===== src/rtl/alu_seq.sv =====
// Sequential accumulator ALU: single-cycle ops plus bit-serial SHRN/CSLN (and MUL when
// ALU_SEQ_MUL_EN is defined); registered result and flags with a one-cycle done pulse.
module alu_seq #(
    parameter int W  = 16,
    parameter int CW = 5
) (
    input  logic         clk,
    input  logic         rst_n,
    input  logic         start,
    input  logic [3:0]   op,
    input  logic [W-1:0] in_acc,
    input  logic [W-1:0] in_mem,
    output logic [W-1:0] z,
    output logic         cond,
    output logic         carry,
    output logic         zero,
    output logic         err,
    output logic         busy,
    output logic         done
);

    // Counter must hold either a shift count (CW bits) or W (up to 32) for MUL.
    localparam int NW = (CW > 6) ? CW : 6;

    typedef enum logic {IDLE, EXEC} state_t;
    state_t state, state_next;

    logic [3:0]    op_r;
    logic [W-1:0]  work;
    logic [NW-1:0] cnt;
    logic [CW-1:0] n_in;
`ifdef ALU_SEQ_MUL_EN
    logic [W-1:0]  mcand;
    logic [W-1:0]  hi;
    logic [W:0]    hi_sum;
`endif

    logic          fin, fin_ill, wr_z, wr_cond, load;
    logic          new_carry, new_cond;
    logic [W-1:0]  new_z, step;

    assign n_in = in_mem[CW-1:0];
    assign busy = (state == EXEC);

    function automatic logic [W-1:0] asr1(input logic [W-1:0] x);
        return {x[W-1], x[W-1:1]};
    endfunction

    function automatic logic [W-1:0] rol1(input logic [W-1:0] x);
        return {x[W-2:0], x[W-1]};
    endfunction

    always_ff @(posedge clk or negedge rst_n) begin
        if (!rst_n) state <= IDLE;
        else        state <= state_next;
    end

    always_comb begin
        state_next = state;
        fin        = 1'b0;
        fin_ill    = 1'b0;
        wr_z       = 1'b0;
        wr_cond    = 1'b0;
        load       = 1'b0;
        new_z      = z;
        new_cond   = cond;
        new_carry  = 1'b0;
        step       = work;
`ifdef ALU_SEQ_MUL_EN
        hi_sum     = '0;
`endif
        case (state)
            IDLE: begin
                if (start) begin
                    case (op)
                        4'd0:  begin fin = 1'b1; wr_z = 1'b1; new_z = '0; end
                        4'd1:  begin fin = 1'b1; wr_z = 1'b1; new_z = ~in_acc; end
                        4'd2:  begin fin = 1'b1; wr_z = 1'b1; new_z = asr1(in_acc); end
                        4'd3:  begin fin = 1'b1; wr_z = 1'b1; new_z = rol1(in_acc); end
                        4'd5:  begin
                            fin  = 1'b1;
                            wr_z = 1'b1;
                            {new_carry, new_z} = {1'b0, in_acc} + {1'b0, in_mem};
                        end
                        4'd6:  begin fin = 1'b1; wr_z = 1'b1; new_z = in_acc; end
                        4'd7:  begin fin = 1'b1; wr_z = 1'b1; new_z = in_mem; end
                        4'd9:  begin fin = 1'b1; wr_cond = 1'b1; new_cond = in_acc[W-1]; end
                        4'd10, 4'd11: begin
                            // A zero count degenerates to a plain load of the accumulator.
                            if (n_in == '0) begin
                                fin   = 1'b1;
                                wr_z  = 1'b1;
                                new_z = in_acc;
                            end else begin
                                load       = 1'b1;
                                state_next = EXEC;
                            end
                        end
`ifdef ALU_SEQ_MUL_EN
                        4'd12: begin load = 1'b1; state_next = EXEC; end
`endif
                        default: fin_ill = 1'b1;
                    endcase
                end
            end
            EXEC: begin
                case (op_r)
                    4'd10: step = asr1(work);
                    4'd11: step = rol1(work);
`ifdef ALU_SEQ_MUL_EN
                    // Shift-add: {hi, work} holds partial product high half and the
                    // not-yet-consumed multiplier bits in the low half.
                    4'd12: begin
                        hi_sum    = {1'b0, hi} + (work[0] ? {1'b0, mcand} : '0);
                        step      = {hi_sum[0], work[W-1:1]};
                        new_carry = |hi_sum[W:1];
                    end
`endif
                    default: step = work;
                endcase
                if (cnt == NW'(1)) begin
                    state_next = IDLE;
                    fin        = 1'b1;
                    wr_z       = 1'b1;
                    new_z      = step;
                end
            end
            default: state_next = IDLE;
        endcase
    end

    always_ff @(posedge clk or negedge rst_n) begin
        if (!rst_n) begin
            z     <= '0;
            cond  <= 1'b0;
            carry <= 1'b0;
            zero  <= 1'b1;
            err   <= 1'b0;
            done  <= 1'b0;
            op_r  <= '0;
            work  <= '0;
            cnt   <= '0;
`ifdef ALU_SEQ_MUL_EN
            mcand <= '0;
            hi    <= '0;
`endif
        end else begin
            done <= fin | fin_ill;
            if (load) begin
                op_r <= op;
                work <= in_acc;
                cnt  <= NW'(n_in);
`ifdef ALU_SEQ_MUL_EN
                mcand <= in_acc;
                hi    <= '0;
                if (op == 4'd12) begin
                    work <= in_mem;
                    cnt  <= NW'(W);
                end
`endif
            end else if (state == EXEC) begin
                work <= step;
                cnt  <= cnt - NW'(1);
`ifdef ALU_SEQ_MUL_EN
                hi   <= hi_sum[W:1];
`endif
            end
            if (fin) begin
                if (wr_z) begin
                    z    <= new_z;
                    zero <= (new_z == '0);
                end
                if (wr_cond) cond <= new_cond;
                carry <= new_carry;
                err   <= 1'b0;
            end
            if (fin_ill) err <= 1'b1;
        end
    end

endmodule

===== config.mk =====
export PLATFORM = sky130hd
export DESIGN_NAME = alu_seq
export DESIGN_NICKNAME = d
export VERILOG_FILES = /design/src/rtl/alu_seq.sv
export SDC_FILE = /design/constraint.sdc
export NUM_CORES = 1
export LEC_CHECK = 0
export ABC_AREA = 1
export ABC_CLOCK_PERIOD_IN_PS = 2200
export CAP_MARGIN = 20
export CORE_UTILIZATION = 40
export CTS_BUF_LIST = sky130_fd_sc_hd__clkbuf_4 sky130_fd_sc_hd__clkbuf_8
export DETAILED_ROUTE_END_ITERATION = 7
export DONT_BUFFER_PORTS = 1
export GPL_ROUTABILITY_DRIVEN = 1
export REMOVE_ABC_BUFFERS = 1
export SYNTH_ARGS = -nofsm -noshare
export SYNTH_HDL_FRONTEND = slang
export SYNTH_SLANG_ARGS = --single-unit

===== constraint.sdc =====
create_clock -name clk -period 2.2 [get_ports clk]
set_clock_uncertainty 0.2 [all_clocks]
set_input_delay 0.33 -clock clk [delete_from_list [all_inputs] [get_ports clk]]
set_output_delay 0.33 -clock clk [all_outputs]
set_load 0.005 [all_outputs]

After elaboration in Yosys (flattened, before gate mapping):

Index checks and enable logic that the tools add are counted.

* bits in writable memories: 0
* word-level logic and storage cells: 73
* flip-flop bits (word level): 48
* ROM bits: 0
* bits in latches: 0
* input port bits: 39
* output and inout bits: 22
* memories: 0

* $add $sub $neg: 2
* order comparisons: 0
* equal/unequal tests: 12
* reductions and logical operators: 11
* shifts and indexed selects: 0
* muxes and demuxes: 35
* div/mod/pow operators: 0
* multiply operators: 0
* bitwise operators: 3

Operators with widths (count)
* 16-bit case mux with 8 select lines: 1
* 16-bit 2-to-1 mux: 5
* 16-bit case mux with 2 select lines: 2
* 4-bit == test (second input constant): 5
* 1-bit 2-to-1 mux: 20
* 16-bit by 16-bit adder with 17-bit output: 1
* 16-bit logical NOT: 1
* 16-bit NOT: 1
* 4-bit by 3-bit == test with 1-bit output (second input constant): 3
* 6-bit 2-to-1 mux: 2
* 1-bit case mux with 2 select lines: 5
* 10-bit OR reduction: 1
* 4-bit by 2-bit == test with 1-bit output (second input constant): 2
* 8-bit OR reduction: 1
* 7-bit OR reduction: 1
* 6-bit by 1-bit == test with 1-bit output (second input constant): 1
* 6-bit by 1-bit subtractor with 6-bit output (second input constant): 1
* 5-bit logical NOT: 1
* 5-bit AND reduction: 1
* 4-bit by 1-bit == test with 1-bit output (second input constant): 1
* 4-bit logical NOT: 1
* 2-bit nonzero test: 2
* 2-bit AND reduction: 1
* 2-bit OR reduction: 1
* 2 further kinds: 2

Depth between registers and ports, before layout:

Gate-level depths: netlist of run 1.

* word-level depth: 7
* mapped depth: 19
* mapped depth without buffers: 19

Least setup slack after synthesis of run 1:

Ideal clock, no wire load.

* kind: input-to-reg
* start: input in_acc[0]
* end: register zero
* path buffers: 0
* required time: 1940 ps
* arrival time: 1908 ps
* stages on the path: 18
* setup time: 60 ps
* path slack: 32 ps
* cells stage by stage: ha_1 > inv_1 > fa_1 > inv_1 > nand3_1 > nand2_1 > nand2_1 > nand2_1 > nand2_1 > nand2_1 > nand2_1 > nand2_1 > o21ai_0 > nand2_1 > nand2_1 > a21oi_1 > nand3_1 > nand2_1

* word-level cells in the longest chain between the ends: 5
* elaborated cells on any way between the ends: 7
* classes of those cells: 1 x add/sub; 4 x mux; 1 x bitwise; 1 x reduce/logical

RTL lines
* start, declared: line 11 `input logic [W-1:0] in_acc,`
* 16-bit by 16-bit adder with 17-bit output (tied with other cells): line 83 `{new_carry, new_z} = {1'b0, in_acc} + {1'b0, in_mem};`
* 16-bit case mux with 8 select lines (*): line 75 `case (op)`
* 16-bit 2-to-1 mux (*): line 74 `if (start) begin`
* 16-bit case mux with 2 select lines (*): line 72 `case (state)`
* 16-bit logical NOT (*): line 171 `zero <= (new_z == '0);`
* end signal, assigned: line 171
* end, declared: line 16 `output logic zero,`

Mark *: on every way between the ends. The rest lies on a longest branch, timed or not.
A chain may end at the register's enable or synchronous reset.

Worst setup path in the final report of run 1:

* start: input in_mem[0]
* end: register zero

* word-level cells in the longest chain between the ends: 6
* elaborated cells on any way between the ends: 15
* classes of those cells: 1 x add/sub; 11 x mux; 3 x reduce/logical

RTL lines
* start, declared: line 12 `input logic [W-1:0] in_mem,`
* branches (longest 6 deep; another with 16-bit by 16-bit adder with 17-bit output)

Parallel ways; which one is timed is not known.

==> results.sh, run 1 <==
export IMPL_status="completed"
export IMPL_cts_max_level=2
export IMPL_cp_arrival_ns=2.12
export IMPL_syn_area_um2=4510
export IMPL_start_util=0.413
export IMPL_viasPerCell=5.25
export IMPL_clkPwrFrac=0.134
export IMPL_p_per_area_nw_per_um2=891
export IMPL_hpwl_um=12100
export IMPL_cts_buffers=5
export IMPL_grt_pass1_vias=4611
export IMPL_antenna_found_initial=0
export IMPL_gp_congestion=0.911
export IMPL_yosysUniqueCellTypes=41
export IMPL_dr_total_vias=5022
export IMPL_crit_path_start_kind="input pin"
export IMPL_grt_total_usage=0.262
export IMPL_met3_usage=0.0500
export IMPL_finalSetupViolCount=0
export IMPL_final_min_clock_period_ns=2.07
export IMPL_cap_violations=0
export IMPL_ios=61
export IMPL_crit_buf_inv=2
export IMPL_internal_power_mw=2.69
export IMPL_worst_slack_ns=0.133
export IMPL_vdd_drop_max_uv=491
export IMPL_drv_slew=0
export IMPL_die_width_um=108
export IMPL_hp_class="input pin to flip-flop"
export IMPL_drive_gt1_frac=0.164
export IMPL_cp_top_family="simple AND/OR/NAND/NOR gates"
export IMPL_rows=38
export IMPL_path_clk_slew_ns=0.09
export IMPL_antenna_cells=0
export IMPL_drt_iter0_drc=294
export IMPL_place_ws_ns=-0.275
export IMPL_seqPwrFrac=0.341
export IMPL_grt_max_degree=49
export IMPL_ys_seq_area_frac=0.266
export IMPL_worstMarginPinSlew_ns=0.518
export IMPL_worstPathCellList="ha_4 -> inv_2 -> fa_2 -> inv_2 -> nand2_1 -> nand3_1 -> nor2_1 -> nand3_1 -> nand2_1 -> nand2_2 -> nor2_1 -> nand2_1 -> nor2_1 -> nand3_1 -> nor2_1 -> nand3_1 -> nand2_1"
export IMPL_detail_route_first_pass_iterations=5
export IMPL_cpPeakStageDelay_ns=0.54
export IMPL_total_power_mw=4.86
export IMPL_ant_nets=0
export IMPL_timing_fmax_mhz=484
export IMPL_ys_warn_count=0
export IMPL_ys_flop_type="dfrtp_1"
export IMPL_combPwrFrac=0.526
export IMPL_clock_root_buffer="clkbuf_8"
export IMPL_area_delta_synth_final_pct=20.8
export IMPL_top_usage_layer="met2"
export IMPL_syn_avg_cell_area_um2=6.06
export IMPL_wl_per_cell_um=15.6
export IMPL_relSlewSlack=0.655
export IMPL_drcViolationCount=0
export IMPL_global_route_usage_met1=0.338
export IMPL_synthXorXnorAreaFrac=0.00194
export IMPL_synth_area_mux_share=0
export IMPL_synth_top_family_by_area="simple AND/OR/NAND/NOR gates"
export IMPL_hold_violations=0
export IMPL_p_leak_nw=2.72
export IMPL_slowest_stage="fa_2"
export IMPL_die_height_um=108
export IMPL_core_area_um2=10900
export IMPL_clock_latency_ns=0.31
export IMPL_end_kind="flip-flop"
export IMPL_fin_hold_ws_ns=0.0273
export IMPL_synth_compound_area_frac=0.145
export IMPL_path_class="input pin to flip-flop"
export IMPL_clkSinkCount=48
export IMPL_rsz0062_at_grt="yes"
export IMPL_cts_tree="yes"
export IMPL_crit_required_ns=2.25
export IMPL_wl_um=14900
export IMPL_synth_simple_area_share=0.439
export IMPL_worst_path_max_fanout=4
export IMPL_min_period_over_period=0.940
export IMPL_grt_pass1_wl_um=23600
export IMPL_die_area_um2=11700
export IMPL_synth_seq_cells=48
export IMPL_setup_tns_ns=0
export IMPL_clockBufferDepth=2
export IMPL_switchingPower_mw=2.17
export IMPL_numPortBuffers=0
export IMPL_synthCells=745
export IMPL_grtUsageMet2=0.444
export IMPL_p_sw_frac=0.446
export IMPL_async_reset_ff_frac=1.00
export IMPL_final_nets=873
export IMPL_gr_total_overflow=0
export IMPL_synth_fa_ha_area_frac=0.0543
export IMPL_synth_edff_count=0
worst paths after layout:
kind | from | cells past startpoint | slack [ns] | to
hold reg to reg | zero | 2 | 0.31 | zero
setup reg to reg | op_r[3] | 14 | 0.14 | zero
max in group asynchronous | rst_n | 2 | 1.17 | zero
hold / removal | in_mem[2] | 2 | 0.03 | cnt[2]
min in group asynchronous | rst_n | 2 | 0.33 | cnt[5]
setup / recovery | in_mem[0] | 17 | 0.13 | zero
metrics by stage:
step	cell area [µm²]	utilization	cells
2_1_floorplan	4410	-	729
3_3_place_gp	5090	0.465	934
3_5_place_dp	5090	0.465	934
4_1_cts	5320	0.486	952
5_1_grt	5450	0.499	956
6_report	5450	0.499	956
repair_timing:
action	in CTS	in global routing
hold buffers	10	0
endpoints found under the hold margin	56	0
resized for setup	0	28
setup buffers	0	4
endpoints found under the setup margin	0	2
per-layer routing:
layer | part of all wire | routed length [µm]
met4 | 0.022 | 328
met3 | 0.070 | 1040
met1 | 0.43 | 6480
met5 | 0 | 0
met2 | 0.47 | 7090
sequential cells by signal, indices dropped and copies added, names as in the netlist:
signal and cells:
work 16, z 16, cnt 6, op_r 4
busy 1, carry 1, cond 1, done 1
err 1, zero 1
Yosys cell counts (2+ instances only):
master / number / area (µm²)
o221ai_1: 5 / 43.8
o21bai_1: 2 / 15.0
buf_2: 6 / 30.0
clkbuf_1: 6 / 22.5
nor3_1: 3 / 15.0
nor2_2: 7 / 43.8
nand2_1: 283 / 1060
nand3_2: 2 / 20.0
a21oi_1: 27 / 135
a21oi_2: 3 / 26.3
inv_1: 77 / 289
ha_1: 18 / 225
buf_6: 3 / 33.8
inv_2: 7 / 26.3
a22oi_1: 10 / 75.1
or2_2: 4 / 25.0
o211ai_1: 22 / 165
nor2_1: 92 / 345
dfrtp_1: 47 / 1180
nand2_2: 2 / 12.5
nand3_1: 69 / 345
nand3b_1: 3 / 22.5
o21ai_0: 22 / 110
nand4_1: 3 / 18.8
o2111ai_1: 3 / 26.3
nand2_4: 4 / 45.0
power groups by stage:
| stage | logic [mW] | clock network, mW | registers (mW) |
|---|---|---|---|
| finish | 2.55 | 0.650 | 1.65 |
| CTS | 2.42 | 0.664 | 1.64 |
| global route | 2.86 | 0.701 | 1.70 |
| global placement | 2.35 | 0 | 1.65 |
| floorplan | 1.51 | 0 | 1.57 |
| detailed placement | 2.38 | 0 | 1.65 |
kinds of logic after synthesis:
logic type      after synthesis
simple gates                475
xor+xnor                      1
compound gates              101
flops                        48
fa+ha+maj                    19
buf+inv                     101
cell usage in the layout (no fill, tap or decap), types with 4 or more instances in the layout:
cell type,synthesis,layout
clkbuf_8,1,5
inv_2,7,11
ha_1,18,16
dlygate4sd3_1,0,9
or2_2,4,4
inv_1,77,72
o211ai_1,22,22
nand3_2,2,6
o221ai_1,5,5
dfrtp_1,47,47
nor2_2,7,10
nand2_1,283,282
a22oi_1,10,8
buf_4,0,67
nand3_1,69,64
a21oi_1,27,24
o21ai_0,22,22
a21oi_2,3,6
nor2_1,92,88
nand2_4,4,4
layout make-up:
class | instances | area, µm²
clock buffers | 5 | 68.8
clock inverters | 3 | 42.5
fillers | 1155 | 5480
inverters | 85 | 324
multi-input cells | 596 | 2990
flip-flops and latches | 48 | 1200
well taps | 140 | 175
repair buffers | 79 | 652
Note: power is estimated with default switching activity, not from simulation.
==> run 2: changes to the inputs <==
Settings changed: CORE_MARGIN set to 2.
==> results.sh, run 2 (synthesis gave the netlist of run 1 again) <==
export IMPL_hpwl_um=12700
export IMPL_start_util=0.413
export IMPL_worst_path_max_fanout=7
export IMPL_drive_gt1_frac=0.197
export IMPL_hold_depth=2
export IMPL_r2r_cells=14
export IMPL_final_nets=881
export IMPL_layout_common_cells="nand2_1 (273), nor2_1 (85), inv_1 (71), buf_4 (71), nand3_1 (61)"
export IMPL_cts_tree="yes"
export IMPL_crit_path_start_kind="flip-flop"
export IMPL_rsz0062_at_grt="yes"
export IMPL_worstMarginPinSlew_ns=0.444
export IMPL_antenna_cells=0
export IMPL_cp_arrival_ns=2.15
export IMPL_timing_fmax_mhz=479
export IMPL_placed_area_um2=5110
export IMPL_hp_class="input pin to flip-flop"
export IMPL_place_ws_ns=-0.309
export IMPL_cts_max_level=2
export IMPL_relSlewSlack=0.704
export IMPL_die_width_um=110
export IMPL_worst_slack_ns=0.111
export IMPL_wl_um=15900
export IMPL_reg_top3="work: 16 flops, z: 16 flops, cnt: 6 flops"
export IMPL_setup_tns_ns=0
export IMPL_crit_required_ns=2.26
export IMPL_clkSinkCount=48
export IMPL_status="completed"
export IMPL_grt_max_degree=49
export IMPL_end_kind="flip-flop"
export IMPL_gp_congestion=0.922
export IMPL_final_common_cell="nand2_1"
export IMPL_fillers=1146
export IMPL_path_clk_slew_ns=0.09
export IMPL_numPortBuffers=0
export IMPL_hold_violations=0
export IMPL_antenna_found_initial=0
export IMPL_total_power_mw=5.10
export IMPL_grt_pass1_vias=4786
export IMPL_cap_violations=0
export IMPL_grt_pass1_wl_um=24800
export IMPL_fin_hold_ws_ns=0.0410
export IMPL_final_min_clock_period_ns=2.09
export IMPL_vdd_drop_max_uv=653
export IMPL_ios=61
export IMPL_area_delta_synth_final_pct=24.1
export IMPL_clock_latency_ns=0.31
export IMPL_dr_total_vias=5030
export IMPL_drcViolationCount=0
export IMPL_path_class="flip-flop to flip-flop"
export IMPL_rows=38
export IMPL_clockBufferDepth=2
export IMPL_ant_nets=0
export IMPL_finalSetupViolCount=0
export IMPL_core_area_um2=10900
export IMPL_drt_iter0_drc=313
export IMPL_cts_buffers=5
export IMPL_p_per_area_nw_per_um2=910
export IMPL_detail_route_first_pass_iterations=5
export IMPL_clock_root_buffer="clkbuf_8"
export IMPL_min_period_over_period=0.950
export IMPL_grt_total_usage=0.267
export IMPL_die_area_um2=12100
export IMPL_drv_slew=0
export IMPL_die_height_um=110
export IMPL_viasPerCell=5.22
export IMPL_wl_per_cell_um=16.5
export IMPL_stdcell_area_um2=5600
export IMPL_p_leak_nw=2.77
export IMPL_gr_total_overflow=0
run 2: cell types whose count changed in the layout (fill, tap and decap cells not counted), sizes merged:
cell	delta
buf	+9
clkinv	-1
dlygate4sd3	-1
clkinvlp	-1
bufinv	-1
clkbuf	+3
run 2: through the flow:
stage / std cells / util
5_1_grt: 964 / 0.512
6_report: 964 / 0.512
2_1_floorplan: 729 / -
3_5_place_dp: 934 / 0.468
4_1_cts: 951 / 0.486
3_3_place_gp: 934 / 0.468
run 2: cell type report:
| type | count | area (µm²) | area share |
|---|---|---|---|
| multi-input combinational | 596 | 3050 | 0.545 |
| sequential | 48 | 1200 | 0.215 |
| timing repair buffer | 87 | 746 | 0.133 |
| inverter | 85 | 324 | 0.0579 |
| tap | 140 | 175 | 0.0313 |
| clock buffer | 8 | 97.6 | 0.0174 |
run 2: path summary, 6_finish.rpt:
check,from,to,slack (ns)
setup / recovery,op_r[1],zero,0.11
hold / removal,in_acc[5],work[5],0.04
setup reg to reg,op_r[1],zero,0.11
hold reg to reg,op_r[2],op_r[2],0.29
max in group asynchronous,rst_n,zero,1.20
min in group asynchronous,rst_n,cnt[3],0.32
run 2: worst max-delay path, cell delays in order (launching register included):
cell and delay [ns]:
dfrtp_1 0.41, nand3_4 0.14, nor2_2 0.05, buf_6 0.13, buf_6 0.13, buf_4 0.13, nand2_1 0.05, o211ai_1 0.11
a22oi_1 0.19, nand2_1 0.09, nor2_1 0.12, nand2_1 0.06, nor2_1 0.09, nand3_1 0.07, nand2_1 0.07
run 2: report_power, final:
part	total (mW)	switching, mW	internal [mW]
combinational	2.84	1.58	1.26
sequential	1.68	0.428	1.25
clock	0.585	0.303	0.282
run 2: what timing repair did:
action                                  in CTS  in global routing
hold buffers                                 9                  0
hold endpoints to repair                    55                  0
resized for setup                            0                 55
buffers inserted                             0                 14
endpoints found under the setup margin       0                  3
run 2: per-layer routing:
layer	track usage	wire length (µm)	up-vias
met5	0	0	-
met4	0.120	668	0
met3	0.0529	1160	34
met2	0.430	7270	160
met1	0.346	6770	2271
li1	-	-	2565
==> run 3: changes to the inputs <==
Settings changed: PLACE_DENSITY set to 0.6.
==> results of run 3 <==
The final DEF is identical to that of run 2; final timing and power are the same.
